## src/rtl/ultra_pkg.sv

```systemverilog
// Shared definitions for the HC-SR04 ultrasonic controllers: FSM encoding,
// shot result record and time-to-cycle conversion helpers.
package ultra_pkg;

  typedef enum logic [2:0] {
    ST_IDLE,
    ST_PULSE,
    ST_WAIT,
    ST_MEASURE,
    ST_REPORT,
    ST_GUARD
  } ultra_state_e;

  // Outcome of one shot, produced on the transition into REPORT.
  typedef struct packed {
    logic        timeout;
    logic [31:0] cycles;
  } ultra_shot_t;

  function automatic logic [31:0] us_to_cycles(input longint unsigned freq,
                                               input longint unsigned us);
    return 32'((freq / 64'd1_000_000) * us);
  endfunction

  function automatic logic [31:0] ms_to_cycles(input longint unsigned freq,
                                               input longint unsigned ms);
    return 32'((freq / 64'd1_000) * ms);
  endfunction

  // Round-trip echo time for an object at cm, in clock cycles (truncated).
  function automatic logic [31:0] detect_cycles(input longint unsigned freq,
                                                input longint unsigned cm,
                                                input longint unsigned sound_mps);
    return 32'((freq * cm * 64'd2) / (sound_mps * 64'd100));
  endfunction

endpackage

```

## src/rtl/ultra_rr_pick.sv

```systemverilog
// Round-robin pick: first enabled sensor strictly after 'last', wrapping.
// If only 'last' itself is enabled it is picked again.
module ultra_rr_pick #(
  parameter  int NUM_SENSORS = 4,
  localparam int IW          = $clog2(NUM_SENSORS)
) (
  input  logic [NUM_SENSORS-1:0] mask,
  input  logic [IW-1:0]          last,
  output logic [IW-1:0]          next_idx,
  output logic                   any
);

  logic [IW-1:0] idx;

  // Walk offsets from farthest to nearest so the nearest enabled one wins.
  always_comb begin
    next_idx = last;
    any      = |mask;
    idx      = '0;
    for (int k = NUM_SENSORS; k >= 1; k--) begin
      idx = IW'((int'(last) + k) % NUM_SENSORS);
      if (mask[idx]) next_idx = idx;
    end
  end

endmodule

```

## src/rtl/ultra_scheduler.sv

```systemverilog
// Time-multiplexed scheduler for several HC-SR04 sensors: fires one trigger
// at a time in round-robin order, times the echo, reports and keeps a
// per-sensor detect/timeout flag.
module ultra_scheduler
  import ultra_pkg::*;
#(
  parameter  int unsigned CLOCK_FREQ       = 50_000_000,
  parameter  int          NUM_SENSORS      = 4,
  parameter  int unsigned TRIG_US          = 10,
  parameter  int unsigned GUARD_MS         = 10,
  parameter  int unsigned WAIT_TIMEOUT_US  = 30_000,
  parameter  int unsigned COUNT_TIMEOUT_US = 30_000,
  parameter  int unsigned DETECT_CM        = 15,
  parameter  int unsigned SOUND_SPEED      = 343,
  localparam int          IW               = $clog2(NUM_SENSORS)
) (
  input  logic                   clk,
  input  logic                   rst_n,
  input  logic [NUM_SENSORS-1:0] enable_mask_i,
  input  logic [NUM_SENSORS-1:0] echo_i,
  output logic [NUM_SENSORS-1:0] trigger_o,
  output logic [NUM_SENSORS-1:0] object_detected_o,
  output logic [NUM_SENSORS-1:0] timeout_error_o,
  output logic                   result_valid_o,
  output logic [IW-1:0]          result_idx_o,
  output logic [31:0]            result_cycles_o,
  output logic                   busy_o
);

  localparam logic [31:0] TRIG_CYC   = us_to_cycles(64'(CLOCK_FREQ), 64'(TRIG_US));
  localparam logic [31:0] GUARD_CYC  = ms_to_cycles(64'(CLOCK_FREQ), 64'(GUARD_MS));
  localparam logic [31:0] WAIT_CYC   = us_to_cycles(64'(CLOCK_FREQ), 64'(WAIT_TIMEOUT_US));
  localparam logic [31:0] COUNT_CYC  = us_to_cycles(64'(CLOCK_FREQ), 64'(COUNT_TIMEOUT_US));
  localparam logic [31:0] DETECT_CYC = detect_cycles(64'(CLOCK_FREQ), 64'(DETECT_CM),
                                                     64'(SOUND_SPEED));

  ultra_state_e state, state_n;
  logic [IW-1:0] sel, sel_n;          // sel doubles as the last-served index
  logic [31:0]   cnt, cnt_n, cnt_inc;
  logic [1:0]    start_pipe;          // holds off scheduling until echo sync is primed
  ultra_shot_t   res_n;

  logic [NUM_SENSORS-1:0] echo_s1, echo_s2, echo_s3;
  logic                   echo_rise, echo_fall;
  logic [IW-1:0]          pick;
  logic                   any_en;

  ultra_rr_pick #(.NUM_SENSORS(NUM_SENSORS)) u_pick (
    .mask     (enable_mask_i),
    .last     (sel),
    .next_idx (pick),
    .any      (any_en)
  );

  // Two-flop synchronizer; echo_s3 is only edge history for the selected bit.
  always_ff @(posedge clk or negedge rst_n) begin
    if (!rst_n) begin
      echo_s1 <= '0;
      echo_s2 <= '0;
      echo_s3 <= '0;
    end else begin
      echo_s1 <= echo_i;
      echo_s2 <= echo_s1;
      echo_s3 <= echo_s2;
    end
  end

  assign echo_rise = echo_s2[sel] & ~echo_s3[sel];
  assign echo_fall = ~echo_s2[sel] & echo_s3[sel];
  assign cnt_inc   = (cnt == 32'hFFFF_FFFF) ? cnt : cnt + 32'd1;
  assign busy_o    = (state != ST_IDLE);

  // State register, shared counter and start-up delay line.
  always_ff @(posedge clk or negedge rst_n) begin
    if (!rst_n) begin
      state      <= ST_IDLE;
      sel        <= IW'(NUM_SENSORS - 1);
      cnt        <= '0;
      start_pipe <= '0;
    end else begin
      state      <= state_n;
      sel        <= sel_n;
      cnt        <= cnt_n;
      start_pipe <= {start_pipe[0], 1'b1};
    end
  end

  // Next-state logic; res_n carries the shot outcome into REPORT.
  always_comb begin
    state_n = state;
    sel_n   = sel;
    cnt_n   = cnt_inc;
    res_n   = '0;
    unique case (state)
      ST_IDLE: begin
        cnt_n = '0;
        if (start_pipe[1] && any_en) begin
          sel_n   = pick;
          state_n = ST_PULSE;
        end
      end
      ST_PULSE: begin
        if (cnt >= TRIG_CYC - 32'd1) begin
          state_n = ST_WAIT;
          cnt_n   = '0;
        end
      end
      ST_WAIT: begin
        if (echo_rise) begin
          state_n = ST_MEASURE;
          cnt_n   = '0;
        end else if (cnt >= WAIT_CYC - 32'd1) begin
          state_n     = ST_REPORT;
          res_n.timeout = 1'b1;
        end
      end
      ST_MEASURE: begin
        if (echo_fall) begin
          state_n      = ST_REPORT;
          res_n.cycles = cnt;
        end else if (cnt >= COUNT_CYC - 32'd1) begin
          state_n       = ST_REPORT;
          res_n.timeout = 1'b1;
          res_n.cycles  = COUNT_CYC;
        end
      end
      ST_REPORT: begin
        state_n = ST_GUARD;
        cnt_n   = '0;
      end
      ST_GUARD: begin
        if (cnt >= GUARD_CYC - 32'd1) begin
          state_n = ST_IDLE;
          cnt_n   = '0;
        end
      end
      default: begin
        state_n = ST_IDLE;
        cnt_n   = '0;
      end
    endcase
  end

  // Registered outputs, decoded from the next state so they line up with it.
  always_ff @(posedge clk or negedge rst_n) begin
    if (!rst_n) begin
      trigger_o         <= '0;
      result_valid_o    <= 1'b0;
      result_idx_o      <= '0;
      result_cycles_o   <= '0;
      object_detected_o <= '0;
      timeout_error_o   <= '0;
    end else begin
      trigger_o      <= (state_n == ST_PULSE) ? (NUM_SENSORS'(1) << sel_n) : '0;
      result_valid_o <= (state_n == ST_REPORT);
      if (state_n == ST_REPORT) begin
        result_idx_o           <= sel;
        result_cycles_o        <= res_n.cycles;
        object_detected_o[sel] <= ~res_n.timeout && (res_n.cycles <= DETECT_CYC);
        timeout_error_o[sel]   <= res_n.timeout;
      end
      // Disabled sensors lose stale flags once IDLE sees them masked off.
      if (state == ST_IDLE) begin
        object_detected_o <= object_detected_o & enable_mask_i;
        timeout_error_o   <= timeout_error_o & enable_mask_i;
      end
    end
  end

endmodule
```

## config.mk

```make
export PLATFORM = sky130hd
export DESIGN_NAME = ultra_scheduler
export DESIGN_NICKNAME = d
export VERILOG_FILES = /design/src/rtl/ultra_pkg.sv /design/src/rtl/ultra_rr_pick.sv /design/src/rtl/ultra_scheduler.sv
export SDC_FILE = /design/constraint.sdc
export NUM_CORES = 1
export LEC_CHECK = 0
export CAP_MARGIN = 20
export CORE_MARGIN = 2
export CORE_UTILIZATION = 50
export DETAILED_ROUTE_END_ITERATION = 6
export GPL_TIMING_DRIVEN = 0
export MAX_ROUTING_LAYER = met4
export PLACE_DENSITY = 0.82
export SETUP_SLACK_MARGIN = 0.3
export SLEW_MARGIN = 25
export SYNTH_ARGS = -nofsm -noshare
export SYNTH_HDL_FRONTEND = slang
export SYNTH_HIERARCHICAL = 1
export SYNTH_SLANG_ARGS = --single-unit
```

## constraint.sdc

```tcl
create_clock -name clk -period 6.9 [get_ports clk]
set_input_delay 0.69 -clock clk [delete_from_list [all_inputs] [get_ports clk]]
set_output_delay 0.69 -clock clk [all_outputs]
set_load 0.005 [all_outputs]
```

### After elaboration in Yosys (flattened, before gate mapping)

Cells that the tools add are included.

| storage, ports and cells | value |
|---|---|
| bits in registers | 98 |
| input port bits | 10 |
| output and inout port bits | 48 |
| word-level logic and storage cells | 97 |

| cells by class | value |
|---|---|
| add/subtract/negate cells | 5 |
| magnitude comparators | 10 |
| equal/unequal tests | 8 |
| shift-type cells | 1 |
| multiplexer cells | 46 |
| bitwise gates (word level) | 7 |
| reductions and logical operators | 7 |

Operators with widths:

| kind | count |
|---|---|
| 32-bit 2-to-1 mux | 6 |
| 32-bit case mux with 4 select lines | 1 |
| 33-bit 2-to-1 mux | 1 |
| 32-bit by 1-bit adder with 32-bit output (second input constant) | 1 |
| 32-bit equality test (second input constant) | 1 |
| 32-bit by 19-bit >= comparator with 1-bit output (second input constant) | 1 |
| 32-bit by 21-bit >= comparator with 1-bit output (second input constant) | 1 |
| 32-bit by 9-bit >= comparator with 1-bit output (second input constant) | 1 |
| 32-bit by 16-bit less-or-equal comparator with 1-bit output (second input constant) | 1 |
| 4-bit 2-to-1 mux | 5 |
| 3-bit 2-to-1 mux | 6 |
| 3-bit case mux with 6 select lines | 1 |
| 2-bit by 3-bit < comparator with 1-bit output (second input constant) | 5 |
| 1-bit binary-select mux with 2-bit select | 6 |
| 2-bit 2-to-1 mux | 6 |
| 1-bit 2-to-1 mux | 10 |
| 3-bit equality test (second input constant) | 3 |
| 4-bit AND | 2 |
| 4-bit bitwise mux | 2 |
| 3-bit by 1-bit equality test with 1-bit output (second input constant) | 2 |
| 3-bit by 2-bit equality test with 1-bit output (second input constant) | 2 |
| 2-bit by 1-bit adder with 2-bit output (second input constant) | 2 |
| 2-bit adder (second input constant) | 2 |
| 4-bit OR reduction | 1 |
| other kinds (10) | 15 |

### Longest topological paths before layout

| logic depth | value |
|---|---|
| depth in word-level cells | 11 |
| depth in mapped cells | 10 |
| mapped depth without buffers | 8 |

### Hierarchy

The synthesis kept the hierarchy.

Modules (own cells, without submodules):

| module | times used | cells each | area an instance (sq um) | sequential area each (sq um) |
|---|---|---|---|---|
| ultra_scheduler | 1 | 432 | 4478.0 | 2454.9 |
| ultra_rr_pick | 1 | 12 | 86.3 | 0.0 |

### Worst setup path after synthesis

Ideal clock, no wire load.

| path | value |
|---|---|
| path type | register to register |
| from | register sel[0] |
| to | register object_detected_o[3] |
| library setup time | 139 ps |
| arrival time | 2309 ps |
| data required time | 6761 ps |
| setup slack | 4451 ps |
| stages on the path, launching flop included | 9 |
| path buffers | 1 |
| period minus slack after synthesis | 2449 ps |
| cells stage by stage | dfstp_2 > buf_6 > mux4_2 > nand2b_4 > nor2_1 > inv_1 > o32a_1 > o221ai_1 > mux2i_1 |

| between the ends | value |
|---|---|
| word-level cells in the longest chain between the ends | 11 |
| elaborated cells on any way between the ends | 29 |
| classes of those cells | 3 x order compare; 1 x eq/ne; 17 x mux; 5 x bitwise; 3 x reduce/logical |

RTL lines:

| item | RTL line | text |
|---|---|---|
| from (decl) | ultra_scheduler.sv:38 | `logic [IW-1:0] sel, sel_n;` |
| from (signal assigned) | ultra_scheduler.sv:77 | `sel <= IW'(NUM_SENSORS - 1);` |
| from (signal assigned) | ultra_scheduler.sv:82 | `sel <= sel_n;` |
| 1-bit binary-select mux with 2-bit select | ultra_scheduler.sv:68, ultra_scheduler.sv:69 |  |
| 1-bit 2-to-1 mux (not written as such) | ultra_scheduler.sv:68, ultra_scheduler.sv:69 |  |
| 1-bit NOT, on equally long branches | ultra_scheduler.sv:69, ultra_scheduler.sv:68 |  |
| 1-bit AND, on equally long branches | ultra_scheduler.sv:69, ultra_scheduler.sv:68 |  |
| 32-bit 2-to-1 mux, or another cell as far along | ultra_scheduler.sv:118 | `if (echo_fall) begin` |
| 32-bit 2-to-1 mux or 1-bit case mux with 2 select lines (tied branches) | ultra_scheduler.sv:94 | `unique case (state)` |
| 32-bit by 16-bit less-or-equal comparator with 1-bit output or 1-bit NOT (tied branches) | ultra_scheduler.sv:159 | `object_detected_o[sel] <= ~res_n.timeout && (res_n.cycles <= DETECT_CYC);` |
| 1-bit logical AND | ultra_scheduler.sv:159 |  |
| 4-bit bitwise mux | ultra_scheduler.sv:159 |  |
| 4-bit 2-to-1 mux | ultra_scheduler.sv:156 | `if (state_n == ST_REPORT) begin` |
| 4-bit 2-to-1 mux | ultra_scheduler.sv:163 | `if (state == ST_IDLE) begin` |
| to (signal, indexed assignment) | ultra_scheduler.sv:159 |  |
| to (signal assigned) | ultra_scheduler.sv:164 | `object_detected_o <= object_detected_o & enable_mask_i;` |
| to (decl) | ultra_scheduler.sv:22 | `output logic [NUM_SENSORS-1:0] object_detected_o,` |

Parallel ways exist; a longest one is shown, timed or not. The select of a mux whose other input is x is not followed.
A chain may end at the register's enable or synchronous reset.

### Worst setup path after layout

| path | value |
|---|---|
| from | register cnt[26] |
| to | register cnt[3] |

| between the ends | value |
|---|---|
| word-level cells in the longest chain between the ends | 4 |
| elaborated cells on any way between the ends | 8 |
| classes of those cells | 2 x order compare; 1 x eq/ne; 5 x mux |

RTL lines:

| item | RTL line | text |
|---|---|---|
| from (decl) | ultra_scheduler.sv:39 | `logic [31:0] cnt, cnt_n, cnt_inc;` |
| from (signal assigned) | ultra_scheduler.sv:83 | `cnt <= cnt_n;` |
| branches (longest 3 deep; another with 32-bit by 19-bit >= comparator with 1-bit output) | - |  |
| 32-bit case mux with 4 select lines * | ultra_scheduler.sv:94 |  |
| net cnt_n[3] | ultra_scheduler.sv:39 |  |

Mark *: on every way through the listed nets, which the timed path passes.

==> run_summary.xml <==
<?xml version="1.0" encoding="UTF-8"?>
<metrics>
  <group name="final_layout">
    <metric name="mostFrequentLayoutCells" unit="">sky130_fd_sc_hd__dfrtp_1, sky130_fd_sc_hd__nor2_1, sky130_fd_sc_hd__clkdlybuf4s50_1, sky130_fd_sc_hd__nand2_1</metric>
    <metric name="num_antenna_cells" unit="">0</metric>
    <metric name="final_cell_area" unit="sq um">5500</metric>
    <metric name="final_core_utilization" unit="">0.624</metric>
    <metric name="filler_cell_count" unit="">710</metric>
    <metric name="register_area" unit="sq um">2450</metric>
    <metric name="post_route_cells_drive_above_1_share" unit="">0.0792</metric>
    <metric name="multi_input_comb_area" unit="sq um">1950</metric>
    <metric name="area_growth_from_synthesis_to_layout" unit="%">20.5</metric>
    <metric name="finalNetCount" unit="">524</metric>
    <metric name="mostFrequentLayoutCell" unit="">sky130_fd_sc_hd__dfrtp_1</metric>
  </group>
  <group name="sta">
    <metric name="slew-limit-headroom" unit="">0.518</metric>
    <metric name="timing.hold.ws" unit="ps">192</metric>
    <metric name="fin_setup_tns" unit="ps">0</metric>
    <metric name="timing.final.crit_period" unit="ps">2930</metric>
    <metric name="final_hold_viol_count" unit="">0</metric>
    <metric name="timing.final.ws_setup" unit="ps">3970</metric>
    <metric name="slew_violations" unit="">0</metric>
    <metric name="rsz0062_at_grt" unit="">no</metric>
    <metric name="final.period_utilization" unit="">0.425</metric>
    <metric name="achievable-frequency" unit="GHz">0.341</metric>
    <metric name="finClkSkew" unit="ps">15.2</metric>
    <metric name="timing_worst_slew_pin_value" unit="ps">716</metric>
    <metric name="finalSetupViolations" unit="">0</metric>
  </group>
  <group name="clock_tree">
    <metric name="clock_sink_count" unit="">98</metric>
    <metric name="tritoncts" unit="">yes</metric>
    <metric name="numCtsBuffers" unit="">9</metric>
    <metric name="cts.hold.buffers_added" unit="">0</metric>
    <metric name="post_cts.repair.setup_buffers" unit="">0</metric>
    <metric name="cts.repair.resized" unit="">0</metric>
    <metric name="clk_root_buffer_cell" unit="">sky130_fd_sc_hd__clkbuf_8</metric>
    <metric name="cts.reportedPaths.clkPinSlew" unit="ps">110</metric>
    <metric name="clock_tree.htree_level_count" unit="">3</metric>
    <metric name="clk_path_buf_depth" unit="">2</metric>
    <metric name="clkLatencyLatePin" unit="ps">370</metric>
  </group>
  <group name="critical_path">
    <metric name="cp.arrival" unit="ps">3230</metric>
    <metric name="crit_fanout" unit="">10</metric>
    <metric name="timing_worst_setup_path_type" unit="">reg2reg</metric>
    <metric name="required_time_reported_for_the_critical_path_endpoint" unit="ps">7200</metric>
    <metric name="startpoint_type" unit="">flop</metric>
    <metric name="crit_path_end_kind" unit="">flop</metric>
  </group>
  <group name="routing">
    <metric name="detailroute.wirelength.met2" unit="um">4990</metric>
    <metric name="total_wire_length_after_detailed_routing" unit="um">10300</metric>
    <metric name="drt-pass1-iter-count" unit="">7</metric>
    <metric name="m1WireLength" unit="um">4740</metric>
    <metric name="ant_nets" unit="">0</metric>
    <metric name="mean_number_of_vias_per_cell" unit="">5.74</metric>
    <metric name="drt-initial-drc-count" unit="">236</metric>
    <metric name="route.vias.total" unit="">3591</metric>
    <metric name="routed.top_layer" unit="">met4</metric>
    <metric name="drcViolationCount" unit="">0</metric>
    <metric name="wl_per_cell" unit="um">16.5</metric>
    <metric name="route.met3.wl" unit="um">468</metric>
  </group>
  <group name="floorplanning">
    <metric name="dieArea" unit="sq um">9910</metric>
    <metric name="core_area" unit="sq um">8810</metric>
    <metric name="floorplan.initialDensity" unit="">0.518</metric>
    <metric name="fp-row-count" unit="">34</metric>
    <metric name="die_height" unit="um">99.5</metric>
    <metric name="io_pins" unit="">58</metric>
    <metric name="die_width" unit="um">99.5</metric>
  </group>
  <group name="yosys">
    <metric name="yosys.cell_types.count" unit="">60</metric>
    <metric name="async_reset_ff_frac" unit="">1.00</metric>
    <metric name="synth-seq-cells" unit="">98</metric>
    <metric name="synth.cell_area" unit="sq um">4560</metric>
    <metric name="synth-warning-count" unit="">6</metric>
    <metric name="synth-edff-count" unit="">0</metric>
    <metric name="synth_top_flop_cell" unit="">sky130_fd_sc_hd__dfrtp_1</metric>
    <metric name="synth_sequential_area_ratio" unit="">0.538</metric>
    <metric name="post_synth.cell_area_avg" unit="sq um">10.3</metric>
    <metric name="mappedNetlistNets" unit="">455</metric>
    <metric name="postSynthCellCount" unit="">444</metric>
  </group>
  <group name="place">
    <metric name="place.detailed.hpwl" unit="um">7490</metric>
    <metric name="gp_congestion" unit="">0.935</metric>
    <metric name="dpl_cell_area" unit="sq um">5300</metric>
    <metric name="pre_cts_ws" unit="ps">4020</metric>
    <metric name="portBuffers" unit="">57</metric>
  </group>
  <group name="global_route">
    <metric name="antenna_violations_before_repair" unit="">0</metric>
    <metric name="grt_start_max_net_pins" unit="">63</metric>
    <metric name="grtUsageTotal" unit="">0.228</metric>
    <metric name="grt_first_pass_wirelength" unit="um">17500</metric>
    <metric name="grt_pass1_vias" unit="">3532</metric>
    <metric name="grt_overflow" unit="">0</metric>
  </group>
  <group name="power">
    <metric name="static-leakage-power" unit="nW">2.42</metric>
    <metric name="cellPowerDensity" unit="nW/um^2">178</metric>
    <metric name="ir_drop" unit="mV">0.140</metric>
  </group>
  <group name="run_status">
    <metric name="run_status" unit="">finished clean</metric>
  </group>
  <group name="flow_run">
    <metric name="drv.max_cap_violation_count" unit="">0</metric>
  </group>
  <group name="min_path">
    <metric name="worst_hold_path_type" unit="">in2async</metric>
  </group>
</metrics>
cells by family (layout without fill, tap and decap cells):
| group | count (synthesis) | count (layout) | synth area share |
|---|---|---|---|
| AOI/OAI and AO/OA | 79 | 79 | 0.124 |
| xor gates and xnor gates | 29 | 29 | 0.0556 |
| adders and majority gates | 1 | 1 | 0.00274 |
| buffers and inverters | 38 | 112 | 0.0351 |
| DFF | 98 | 98 | 0.538 |
| muxes | 16 | 16 | 0.0422 |
| other | 1 | 1 | 0.000822 |
| and+or+nand+nor | 182 | 182 | 0.202 |
cells in the mapped netlist (5+ instances only):
| cell type | instances | area, sq um |
|---|---|---|
| sky130_fd_sc_hd__inv_1 | 8 | 30.0 |
| sky130_fd_sc_hd__a22o_1 | 20 | 175 |
| sky130_fd_sc_hd__a21oi_1 | 9 | 45.0 |
| sky130_fd_sc_hd__nand4_1 | 9 | 56.3 |
| sky130_fd_sc_hd__nor3_1 | 9 | 45.0 |
| sky130_fd_sc_hd__nand2_1 | 27 | 101 |
| sky130_fd_sc_hd__nor2_1 | 63 | 236 |
| sky130_fd_sc_hd__and3_1 | 11 | 68.8 |
| sky130_fd_sc_hd__xor2_1 | 14 | 123 |
| sky130_fd_sc_hd__xnor2_1 | 15 | 131 |
| sky130_fd_sc_hd__clkbuf_1 | 26 | 97.6 |
| sky130_fd_sc_hd__o21ai_0 | 21 | 105 |
| sky130_fd_sc_hd__mux2i_1 | 11 | 110 |
| sky130_fd_sc_hd__nor2b_1 | 5 | 31.3 |
| sky130_fd_sc_hd__nand3_1 | 26 | 130 |
| sky130_fd_sc_hd__nor4_1 | 6 | 37.5 |
| sky130_fd_sc_hd__dfrtp_1 | 96 | 2400 |
power by group:
group          internal, mW  leakage, nW  switching (mW)
Sequential            0.578         1.27         0.00124
Clock                 0.145        0.103           0.228
Combinational        0.0109         1.04          0.0177
Total                 0.734         2.42           0.247
worst max-delay path, cell delays in order (launching register included):
cell and delay [ps]:
sky130_fd_sc_hd__dfrtp_1 460, sky130_fd_sc_hd__nor4_1 670, sky130_fd_sc_hd__nand4_1 250, sky130_fd_sc_hd__a211oi_1 390, sky130_fd_sc_hd__nand2_1 130, sky130_fd_sc_hd__a21oi_1 290
sky130_fd_sc_hd__nor2_1 140, sky130_fd_sc_hd__clkbuf_1 310, sky130_fd_sc_hd__nor2_1 210
layer usage:
layer | track usage | up-vias
met5 | - | -
met4 | 0.0674 | 0
met3 | 0.0394 | 10
met2 | 0.358 | 110
met1 | 0.308 | 1759
li1 | - | 1712
sequential cells by signal, indices dropped and copies added, names as in the netlist, 4 cells and up:
signal and count:
timeout_error_o 4, object_detected_o 4, echo_s3 4, echo_s2 4, cnt 32, result_cycles_o 32, trigger_o 4, echo_s1 4
metrics by stage:
stage / instances / total power, mW
after floorplan: 444 / 0.598
after global placement: 609 / 0.617
after detailed placement: 610 / 0.620
after CTS: 626 / 0.988
after global routing: 626 / 1.02
final: 626 / 0.981
area by class of cell:
type / instances / share of cell area
timing repair buffer: 58 / 0.109
inverter: 8 / 0.00546
multi-input combinational: 308 / 0.354
clock inverter: 7 / 0.0139
sequential: 98 / 0.446
clock buffer: 9 / 0.0225
tap: 108 / 0.0246
buffer: 30 / 0.0237
worst paths after layout:
check                            from    endpoint  slack [ps]  cells past startpoint
setup / recovery              cnt[26]      cnt[3]        3970                      8
max in group asynchronous       rst_n     cnt[11]        6090                      2
setup reg to reg              cnt[26]      cnt[3]        3970                      8
min in group clk           echo_s1[1]  echo_s2[1]         360                      0
hold / removal                  rst_n  echo_s2[0]         190                      1
hold reg to reg            echo_s1[1]  echo_s2[1]         360                      0
Note: power is estimated with default switching activity, not from simulation.
